===== config.mk =====
export PLATFORM = sky130hd
export DESIGN_NAME = dmem_arbiter
export DESIGN_NICKNAME = d
export VERILOG_FILES = /design/src/rtl/dmem_arbiter.sv
export SDC_FILE = /design/constraint.sdc
export NUM_CORES = 1
export LEC_CHECK = 0
export ABC_CLOCK_PERIOD_IN_PS = 2600
export CORE_AREA = 4 4 118 120
export CTS_CLUSTER_SIZE = 12
export DETAILED_ROUTE_END_ITERATION = 16
export DIE_AREA = 0 0 122 124
export PLACE_DENSITY = 0.88
export RECOVER_POWER = 100
export SLEW_MARGIN = 20
export SYNTH_ARGS = -nofsm -noshare
export SYNTH_HDL_FRONTEND = slang
export SYNTH_SLANG_ARGS = --single-unit

===== constraint.sdc =====
create_clock -name clk -period 2.6 [get_ports clk]
set_clock_uncertainty 0.05 [all_clocks]
set_input_delay 0.52 -clock clk [delete_from_list [all_inputs] [get_ports clk]]
set_output_delay 0.52 -clock clk [all_outputs]
set_load 0.005 [all_outputs]

===== src/rtl/dmem_arbiter.sv =====
// Two-master round-robin arbiter in front of a single-port DataMem.
// One transaction in flight at a time: IDLE (grant/latch) -> ACCESS (drive memory) -> RESP (return data).
module dmem_arbiter #(
  parameter int addrWidth = 32,
  parameter int dataWidth = 32
) (
  input  logic                 clk,
  input  logic                 rst,
  input  logic                 m0Req,
  input  logic [addrWidth-1:0] m0Addr,
  input  logic [dataWidth-1:0] m0Din,
  input  logic [2:0]           m0MemOp,
  input  logic                 m0We,
  output logic                 m0Gnt,
  output logic                 m0RspValid,
  output logic [dataWidth-1:0] m0Dout,
  output logic                 m0Err,
  input  logic                 m1Req,
  input  logic [addrWidth-1:0] m1Addr,
  input  logic [dataWidth-1:0] m1Din,
  input  logic [2:0]           m1MemOp,
  input  logic                 m1We,
  output logic                 m1Gnt,
  output logic                 m1RspValid,
  output logic [dataWidth-1:0] m1Dout,
  output logic                 m1Err,
  output logic [addrWidth-1:0] memAddr,
  output logic [dataWidth-1:0] memDin,
  output logic [2:0]           memMemOp,
  output logic                 memWe,
  input  logic [dataWidth-1:0] memDout
);

  typedef enum logic [1:0] {IDLE, ACCESS, RESP} state_e;

  state_e               state_q, state_d;
  logic                 last_q, last_d;
  logic                 owner_q, owner_d;
  logic [addrWidth-1:0] addr_q, addr_d;
  logic [dataWidth-1:0] din_q, din_d;
  logic [2:0]           op_q, op_d;
  logic                 we_q, we_d;
  logic                 err_q, err_d;
  logic                 sel;
  logic [dataWidth-1:0] rsp_data;

  // Misaligned halfword/word accesses, reserved opcodes and unsigned-store opcodes all fault.
  function automatic logic access_fault(input logic [1:0] lsb, input logic [2:0] op,
                                        input logic we);
    case (op)
      3'd0:    access_fault = 1'b0;
      3'd1:    access_fault = lsb[0];
      3'd2:    access_fault = |lsb;
      3'd4:    access_fault = we;
      3'd5:    access_fault = lsb[0] | we;
      default: access_fault = 1'b1;
    endcase
  endfunction

  always_comb begin
    state_d    = state_q;
    last_d     = last_q;
    owner_d    = owner_q;
    addr_d     = addr_q;
    din_d      = din_q;
    op_d       = op_q;
    we_d       = we_q;
    err_d      = err_q;
    sel        = (m0Req & m1Req) ? ~last_q : m1Req;
    rsp_data   = '0;
    m0Gnt      = 1'b0;
    m1Gnt      = 1'b0;
    m0RspValid = 1'b0;
    m1RspValid = 1'b0;
    m0Dout     = '0;
    m1Dout     = '0;
    m0Err      = 1'b0;
    m1Err      = 1'b0;
    memAddr    = '0;
    memDin     = '0;
    memMemOp   = 3'd2;
    memWe      = 1'b0;

    case (state_q)
      IDLE: begin
        if (m0Req | m1Req) begin
          m0Gnt   = ~sel;
          m1Gnt   = sel;
          owner_d = sel;
          last_d  = sel;
          addr_d  = sel ? m1Addr  : m0Addr;
          din_d   = sel ? m1Din   : m0Din;
          op_d    = sel ? m1MemOp : m0MemOp;
          we_d    = sel ? m1We    : m0We;
          err_d   = access_fault(addr_d[1:0], op_d, we_d);
          state_d = ACCESS;
        end
      end
      ACCESS: begin
        memAddr  = addr_q;
        memDin   = din_q;
        memMemOp = op_q;
        memWe    = we_q & ~err_q;
        state_d  = RESP;
      end
      RESP: begin
        memAddr    = addr_q;
        memDin     = din_q;
        memMemOp   = op_q;
        rsp_data   = (we_q | err_q) ? '0 : memDout;
        m0RspValid = ~owner_q;
        m1RspValid = owner_q;
        m0Dout     = owner_q ? '0 : rsp_data;
        m1Dout     = owner_q ? rsp_data : '0;
        m0Err      = ~owner_q & err_q;
        m1Err      = owner_q & err_q;
        state_d    = IDLE;
      end
      default: state_d = IDLE;
    endcase

    // Reset silences every output, so a store caught in ACCESS never reaches memory.
    if (rst) begin
      m0Gnt      = 1'b0;
      m1Gnt      = 1'b0;
      m0RspValid = 1'b0;
      m1RspValid = 1'b0;
      m0Dout     = '0;
      m1Dout     = '0;
      m0Err      = 1'b0;
      m1Err      = 1'b0;
      memAddr    = '0;
      memDin     = '0;
      memMemOp   = 3'd2;
      memWe      = 1'b0;
    end
  end

  always_ff @(posedge clk) begin
    if (rst) begin
      state_q <= IDLE;
      last_q  <= 1'b1;
      owner_q <= 1'b0;
      addr_q  <= '0;
      din_q   <= '0;
      op_q    <= '0;
      we_q    <= 1'b0;
      err_q   <= 1'b0;
    end else begin
      state_q <= state_d;
      last_q  <= last_d;
      owner_q <= owner_d;
      addr_q  <= addr_d;
      din_q   <= din_d;
      op_q    <= op_d;
      we_q    <= we_d;
      err_q   <= err_d;
    end
  end

endmodule


==> results.sh, run 1 <==
export IMPL_regArea_sq_um=1460
export IMPL_cts_root_buf="sky130_fd_sc_hd__clkbuf_16"
export IMPL_routabilityCongestion=0.773
export IMPL_grt_max_degree=65
export IMPL_cts_buffers_inserted=9
export IMPL_vdd_drop_max_mv=0.387
export IMPL_timing_hold_worst_class="flop to flop"
export IMPL_min_period_over_period=1.01
export IMPL_io_pin_count=310
export IMPL_io_buffer_count=309
export IMPL_slew_headroom=0.320
export IMPL_reg2reg_setup_slack_ns=0.27
export IMPL_placementRows=42
export IMPL_longest_clk_path_bufs=2
export IMPL_timing_critical_path_from_type="flop"
export IMPL_crit_fanout=34
export IMPL_post_syn_area_sq_um=4090
export IMPL_floorplan_core_area_sq_um=13000
export IMPL_grt_first_pass_wirelength_um=24000
export IMPL_outcome="finished with violations"
export IMPL_worst_ep_required_time_ns=2.03
export IMPL_stdcell_area_sq_um=7780
export IMPL_powerDensity_nw_per_um2=453
export IMPL_ys_ff_latch=73
export IMPL_grt_setup_unrepaired="true"
export IMPL_post_detailed_placement_cell_area_sq_um=7340
export IMPL_timing_setup_critical_path_class="flop to output pin"
export IMPL_worst_setup_path_end_kind="output pin"
export IMPL_syn_to_final_growth_pct=90.1
export IMPL_vias_per_cell=4.97
export IMPL_drt_first_pass_iters=7
export IMPL_drive_gt1_frac=0.0882
export IMPL_drc=0
export IMPL_die_area_sq_um=15100
export IMPL_syn_avg_cell_area_sq_um=7.79
export IMPL_tightestPinTransition_ns=1.02
export IMPL_via_count=4996
export IMPL_leading_cell_type_in_the_layout_fill_and_taps_excluded="sky130_fd_sc_hd__clkdlybuf4s50_1"
export IMPL_syn_inst=525
export IMPL_postRouteWirelength_um=17100
export IMPL_final_util=0.599
export IMPL_post_layout_total_power_w=0.00352
export IMPL_finalCriticalPeriod_ns=2.62
export IMPL_grt_pass1_vias=4709
export IMPL_clkTransAtPathRegs_ns=0.06
export IMPL_synth_warnings=0
export IMPL_nNetsFinal=1000
export IMPL_initial_utilization=0.315
export IMPL_commonest_cells_after_routing_fill_and_taps_aside="sky130_fd_sc_hd__clkdlybuf4s50_1, sky130_fd_sc_hd__nand2_1, sky130_fd_sc_hd__dfxtp_1"
export IMPL_globalRouteOverflowTotal=0
export IMPL_worst_endpoint_arrival_ns=2.05
export IMPL_grt_antenna_before_repair=1
export IMPL_post_synthesis_net_count=701
export IMPL_power_leakage_nw=4.34
export IMPL_pre_cts_ws_ns=-0.0998
export IMPL_tritoncts="yes"
export IMPL_maxSlewViolCount=0
export IMPL_final_hold_viol_count=0
export IMPL_ant_nets=0
export IMPL_layout_filler_cells=1136
export IMPL_floorplan_die_width_um=122
export IMPL_detailed_place_hpwl_um=12300
export IMPL_violations_in_the_final_reports="negative setup slack"
export IMPL_setup_viol=4
export IMPL_yosysSeqAreaShare=0.357
export IMPL_clkLatencyLatePin_ns=0.33
export IMPL_drt_iter0_markers=316
export IMPL_multiInputGateArea_sq_um=2260
export IMPL_gr_usage_all_layers=0.204
export IMPL_h_tree_lvl_count=3
export IMPL_unique_masters_post_synth=36
export IMPL_achievable_frequency_mhz=381
export IMPL_holdBufCountCts=0
export IMPL_timing_max_cap_violations=0
export IMPL_timing_final_ws_setup_ns=-0.0216
export IMPL_detail_route_wl_per_cell_um=17.1
export IMPL_fp_dieH_um=124
export IMPL_cts_sink_count=73
[final timing paths]
check	start	cells past startpoint	end
worst max-delay path	state_q[0]$_SDFFE_PP0P_	6	m0Dout[4]
worst min register to register	din_q[1]$_SDFFE_PP0P_	2	din_q[1]$_SDFFE_PP0P_
worst min-delay path	din_q[1]$_SDFFE_PP0P_	2	din_q[1]$_SDFFE_PP0P_
worst max register to register	state_q[0]$_SDFFE_PP0P_	7	err_q$_SDFFE_PP0P_
[power breakdown]
part | internal (W) | total, W | switching [W]
Combinational | 0.000547 | 0.000996 | 0.000449
Sequential | 0.00127 | 0.00134 | 0.0000702
Clock | 0.000736 | 0.00119 | 0.000455
[registers in the layout, summed over array words and instances, names as in the netlist]
name and count:
op_q 3, addr_q 32, err_q 1, we_q 1, state_q 2, din_q 32, last_q 1, owner_q 1
[synthesized netlist by cell type]
cell	number	area, sq um
sky130_fd_sc_hd__a21bo_2	1	10.0
sky130_fd_sc_hd__and3_1	64	400
sky130_fd_sc_hd__and2_1	68	425
sky130_fd_sc_hd__a222oi_1	22	220
sky130_fd_sc_hd__nor2_2	1	6.26
sky130_fd_sc_hd__a21oi_1	3	15.0
sky130_fd_sc_hd__ha_1	4	50.1
sky130_fd_sc_hd__nor4bb_1	1	10.0
sky130_fd_sc_hd__a221o_1	2	20.0
sky130_fd_sc_hd__a2111oi_2	1	15.0
sky130_fd_sc_hd__buf_2	11	55.1
sky130_fd_sc_hd__a311oi_1	44	385
sky130_fd_sc_hd__nand2_1	92	345
sky130_fd_sc_hd__and3b_1	1	8.76
sky130_fd_sc_hd__buf_4	10	75.1
sky130_fd_sc_hd__nor2b_1	2	12.5
sky130_fd_sc_hd__nor2_1	50	188
sky130_fd_sc_hd__or2_2	1	6.26
sky130_fd_sc_hd__buf_6	4	45.0
sky130_fd_sc_hd__nand3_1	1	5.00
sky130_fd_sc_hd__a211oi_1	1	7.51
sky130_fd_sc_hd__nor3_1	1	5.00
sky130_fd_sc_hd__a21o_1	1	7.51
sky130_fd_sc_hd__o2bb2ai_1	1	8.76
sky130_fd_sc_hd__nor4_1	2	12.5
sky130_fd_sc_hd__nand2b_1	3	18.8
sky130_fd_sc_hd__o211a_1	1	10.0
sky130_fd_sc_hd__clkbuf_1	28	105
sky130_fd_sc_hd__a21boi_2	1	11.3
sky130_fd_sc_hd__nor3b_2	2	25.0
sky130_fd_sc_hd__inv_1	24	90.1
sky130_fd_sc_hd__nand4b_1	1	8.76
sky130_fd_sc_hd__o21a_1	1	7.51
sky130_fd_sc_hd__a31oi_1	1	6.26
sky130_fd_sc_hd__dfxtp_1	73	1460
sky130_fd_sc_hd__nand3b_1	1	7.51
[area by class of cell]
cell class | instances | area share
multi-input cells | 375 | 0.291
flip-flops and latches | 73 | 0.188
repair buffers | 341 | 0.445
diodes | 1 | 0.000322
well taps | 176 | 0.0283
clock inverters | 3 | 0.00547
clock buffers | 12 | 0.0304
inverters | 24 | 0.0116
[stage by stage]
step                      instances  setup TNS (ns)  hold WS [ns]
after floorplan                 525               0         0.378
after global placement          975         -0.0509         0.390
after detailed placement        975          -0.118         0.392
after CTS                       997           -1.55         0.407
after global routing           1005           -1.74         0.430
final                          1005         -0.0524         0.412
[timing repair]
item                                    4_1_cts  5_1_grt
setup buffers                                 5        5
endpoints found under the hold margin         0        0
gates resized for setup                      60       78
gates cloned                                  2        2
endpoints found under the setup margin      101       75
[critical path, cell delays in order, from the launching register on]
cell and delay [ns]:
sky130_fd_sc_hd__dfxtp_2 0.32, sky130_fd_sc_hd__inv_2 0.06, sky130_fd_sc_hd__ha_1 0.15, sky130_fd_sc_hd__nor3b_2 0.23, sky130_fd_sc_hd__buf_12 0.20, sky130_fd_sc_hd__and3_1 0.19
sky130_fd_sc_hd__clkdlybuf4s50_1 0.55
[cells by family (layout without fill, tap and decap cells)]
kind of cell / Yosys count / count (layout) / share of synthesized area
AND/OR/NAND/NOR: 291 / 291 / 0.363
flip-flops: 73 / 73 / 0.357
buffers and inverters: 77 / 380 / 0.0905
adder cells (fa/ha/maj): 4 / 4 / 0.0122
other: 0 / 1 / 0
AO/OA/AOI/OAI: 80 / 80 / 0.177
[per-layer routing]
metal	vias to the layer above	routed length (um)	GRT usage	share of wire
li1	2432	-	-	-
met1	2276	5950	0.203	0.35
met2	245	8630	0.369	0.50
met3	43	1880	0.0758	0.11
met4	0	671	0.111	0.039
met5	-	0	0	0
Note: power is estimated with default switching activity, not from simulation.
==> run 2, diff against run 1 <==
--- a/config.mk
+++ b/config.mk
@@ -6,11 +6,11 @@
 export NUM_CORES = 1
 export LEC_CHECK = 0
 export ABC_CLOCK_PERIOD_IN_PS = 2600
-export CORE_AREA = 4 4 118 120
+export CORE_MARGIN = 5
+export CORE_UTILIZATION = 34
 export CTS_CLUSTER_SIZE = 12
 export DETAILED_ROUTE_END_ITERATION = 16
-export DIE_AREA = 0 0 122 124
-export PLACE_DENSITY = 0.88
+export PLACE_DENSITY = 0.93
 export RECOVER_POWER = 100
 export SLEW_MARGIN = 20
 export SYNTH_ARGS = -nofsm -noshare
==> run 2 against run 1 <==
  * The run now ends clean
  * Global-route usage increased by 1.3 points
  * Critical path depth stayed put
  * Cell area rose by 3.5%
  * Largest cell class unchanged
==> results.sh, run 2 (same netlist as run 1, synthesis figures left out) <==
export IMPL_drt_iter0_markers=417
export IMPL_postRouteWirelength_um=18000
export IMPL_timing_max_cap_violations=0
export IMPL_drc=0
export IMPL_final_hold_viol_count=0
export IMPL_crit_fanout=5
export IMPL_via_count=5142
export IMPL_io_pin_count=310
export IMPL_cts_sink_count=73
export IMPL_seqPwrFrac=0.373
export IMPL_outcome="finished clean"
export IMPL_vdd_drop_max_mv=0.292
export IMPL_layout_filler_cells=922
export IMPL_p_sw_frac=0.280
export IMPL_grt_antenna_before_repair=5
export IMPL_achievable_frequency_mhz=385
export IMPL_drt_first_pass_iters=6
export IMPL_min_period_over_period=0.998
export IMPL_setup_viol=0
export IMPL_power_leakage_nw=4.95
export IMPL_commonest_cells_after_routing_fill_and_taps_aside="sky130_fd_sc_hd__clkdlybuf4s50_1, sky130_fd_sc_hd__nand2_1, sky130_fd_sc_hd__dfxtp_1"
export IMPL_setup_total_negative_slack_ns=0
export IMPL_p_int_w=0.00259
export IMPL_min_path_cells=2
export IMPL_regArea_sq_um=1460
export IMPL_placementRows=40
export IMPL_drive_gt1_frac=0.0904
export IMPL_powerDensity_nw_per_um2=447
export IMPL_reg2regPathDepth=9
export IMPL_ant_nets=0
export IMPL_tritoncts="yes"
export IMPL_routabilityCongestion=0.835
export IMPL_fp_dieH_um=120
export IMPL_cts_buffers_inserted=9
export IMPL_worst_setup_path_end_kind="output pin"
export IMPL_detailed_place_hpwl_um=12300
export IMPL_floorplan_die_width_um=120
export IMPL_multiInputGateArea_sq_um=2310
export IMPL_grt_max_degree=65
export IMPL_grt_first_pass_wirelength_um=24500
export IMPL_die_area_sq_um=14300
export IMPL_clkLatencyLatePin_ns=0.34
export IMPL_nNetsFinal=1012
export IMPL_worst_ep_required_time_ns=2.03
export IMPL_holdBufCountCts=0
export IMPL_leading_cell_type_in_the_layout_fill_and_taps_excluded="sky130_fd_sc_hd__clkdlybuf4s50_1"
export IMPL_grt_setup_unrepaired="true"
export IMPL_slew_headroom=0.638
export IMPL_power_share_clock=0.347
export IMPL_vias_per_cell=5.19
export IMPL_gr_usage_all_layers=0.217
export IMPL_clkTransAtPathRegs_ns=0.06
export IMPL_timing_hold_worst_class="flop to flop"
export IMPL_maxSlewViolCount=0
export IMPL_io_buffer_count=309
export IMPL_worst_endpoint_arrival_ns=2.03
export IMPL_post_layout_total_power_w=0.00360
export IMPL_timing_setup_critical_path_class="flop to output pin"
export IMPL_floorplan_core_area_sq_um=11900
export IMPL_cts_root_buf="sky130_fd_sc_hd__clkbuf_16"
export IMPL_h_tree_lvl_count=3
export IMPL_globalRouteOverflowTotal=0
export IMPL_initial_utilization=0.343
export IMPL_tightestPinTransition_ns=0.543
export IMPL_timing_critical_path_from_type="flop"
export IMPL_largest_registers="addr_q: 32 flops, din_q: 32 flops, op_q: 3 flops"
export IMPL_grt_pass1_vias=4771
export IMPL_p_comb_frac=0.281
export IMPL_reg2reg_setup_slack_ns=0.63
export IMPL_finalCriticalPeriod_ns=2.60
export IMPL_longest_clk_path_bufs=2
export IMPL_netSwitchingPower_w=0.00101
export IMPL_detail_route_wl_per_cell_um=18.1
export IMPL_syn_to_final_growth_pct=96.8
[run 2: cell count changes in the layout (fill, tap and decap cells not counted), moves of 2 or more]
| cell | before | now |
|---|---|---|
| sky130_fd_sc_hd__buf_4 | 16 | 26 |
| sky130_fd_sc_hd__buf_6 | 0 | 4 |
| sky130_fd_sc_hd__clkbuf_1 | 4 | 2 |
| sky130_fd_sc_hd__clkbuf_2 | 18 | 0 |
| sky130_fd_sc_hd__clkbuf_4 | 2 | 0 |
| sky130_fd_sc_hd__clkdlybuf4s15_1 | 1 | 4 |
| sky130_fd_sc_hd__clkdlybuf4s50_1 | 209 | 174 |
| sky130_fd_sc_hd__diode_2 | 1 | 3 |
| sky130_fd_sc_hd__dlygate4sd2_1 | 39 | 67 |
| sky130_fd_sc_hd__dlymetal6s2s_1 | 42 | 63 |
| sky130_fd_sc_hd__ha_1 | 4 | 2 |
| sky130_fd_sc_hd__nor3b_4 | 0 | 2 |
[run 2: repair_timing]
item | CTS | global route
gates resized for setup | 78 | 73
pin swaps | 0 | 0
gates cloned | 2 | 5
buffers inserted | 4 | 15
setup endpoints to repair | 105 | 65
[run 2: worst max-delay path, cell delays in order (launching register included)]
cell,delay [ns]
sky130_fd_sc_hd__dfxtp_2,0.32
sky130_fd_sc_hd__inv_2,0.09
sky130_fd_sc_hd__ha_2,0.19
sky130_fd_sc_hd__and3b_2,0.32
sky130_fd_sc_hd__buf_6,0.16
sky130_fd_sc_hd__and2_1,0.12
sky130_fd_sc_hd__clkdlybuf4s50_1,0.49
[run 2: layer usage]
metal | up-vias | part of all wire | GRT usage
met1 | 2340 | 0.35 | 0.213
met3 | 61 | 0.094 | 0.0773
met4 | 4 | 0.050 | 0.113
met2 | 277 | 0.51 | 0.399
li1 | 2460 | - | -
met5 | - | 0.00078 | 0
[run 2: path summary, 6_finish.rpt]
check,from,to
setup / recovery,state_q[0]$_SDFFE_PP0P_,m1Err
hold / removal,addr_q[13]$_SDFFE_PP0P_,addr_q[13]$_SDFFE_PP0P_
setup reg to reg,state_q[1]$_SDFFE_PP0P_,addr_q[24]$_SDFFE_PP0P_
hold reg to reg,addr_q[13]$_SDFFE_PP0P_,addr_q[13]$_SDFFE_PP0P_
[run 2: final cells by class]
cell class                 count  area share
timing repair buffer         353       0.459
sequential                    73       0.182
clock buffer                  11      0.0301
tap                          147      0.0228
clock inverter                 5     0.00684
antenna                        3    0.000932
multi-input combinational    375       0.287
inverter                      24      0.0112
[run 2: power groups by stage]
stage | clock (W) | combinational, W | sequential [W]
floorplan | 0 | 0.000478 | 0.00134
detailed placement | 0 | 0.000972 | 0.00136
global placement | 0 | 0.000956 | 0.00136
CTS | 0.00128 | 0.000976 | 0.00134
finish | 0.00125 | 0.00101 | 0.00134
global route | 0.00132 | 0.00111 | 0.00136
[run 2: metrics by stage]
step	setup slack, ns	hold slack, ns	cell area (sq um)	utilization	std cells
final	0.00412	0.412	8050	0.676	991
after global routing	-0.106	0.434	8050	0.676	991
after CTS	-0.122	0.411	7640	0.641	968
after detailed placement	-0.133	0.397	7310	0.614	946
after global placement	-0.112	0.389	7310	0.614	946
after floorplan	0.558	0.378	4090	-	525
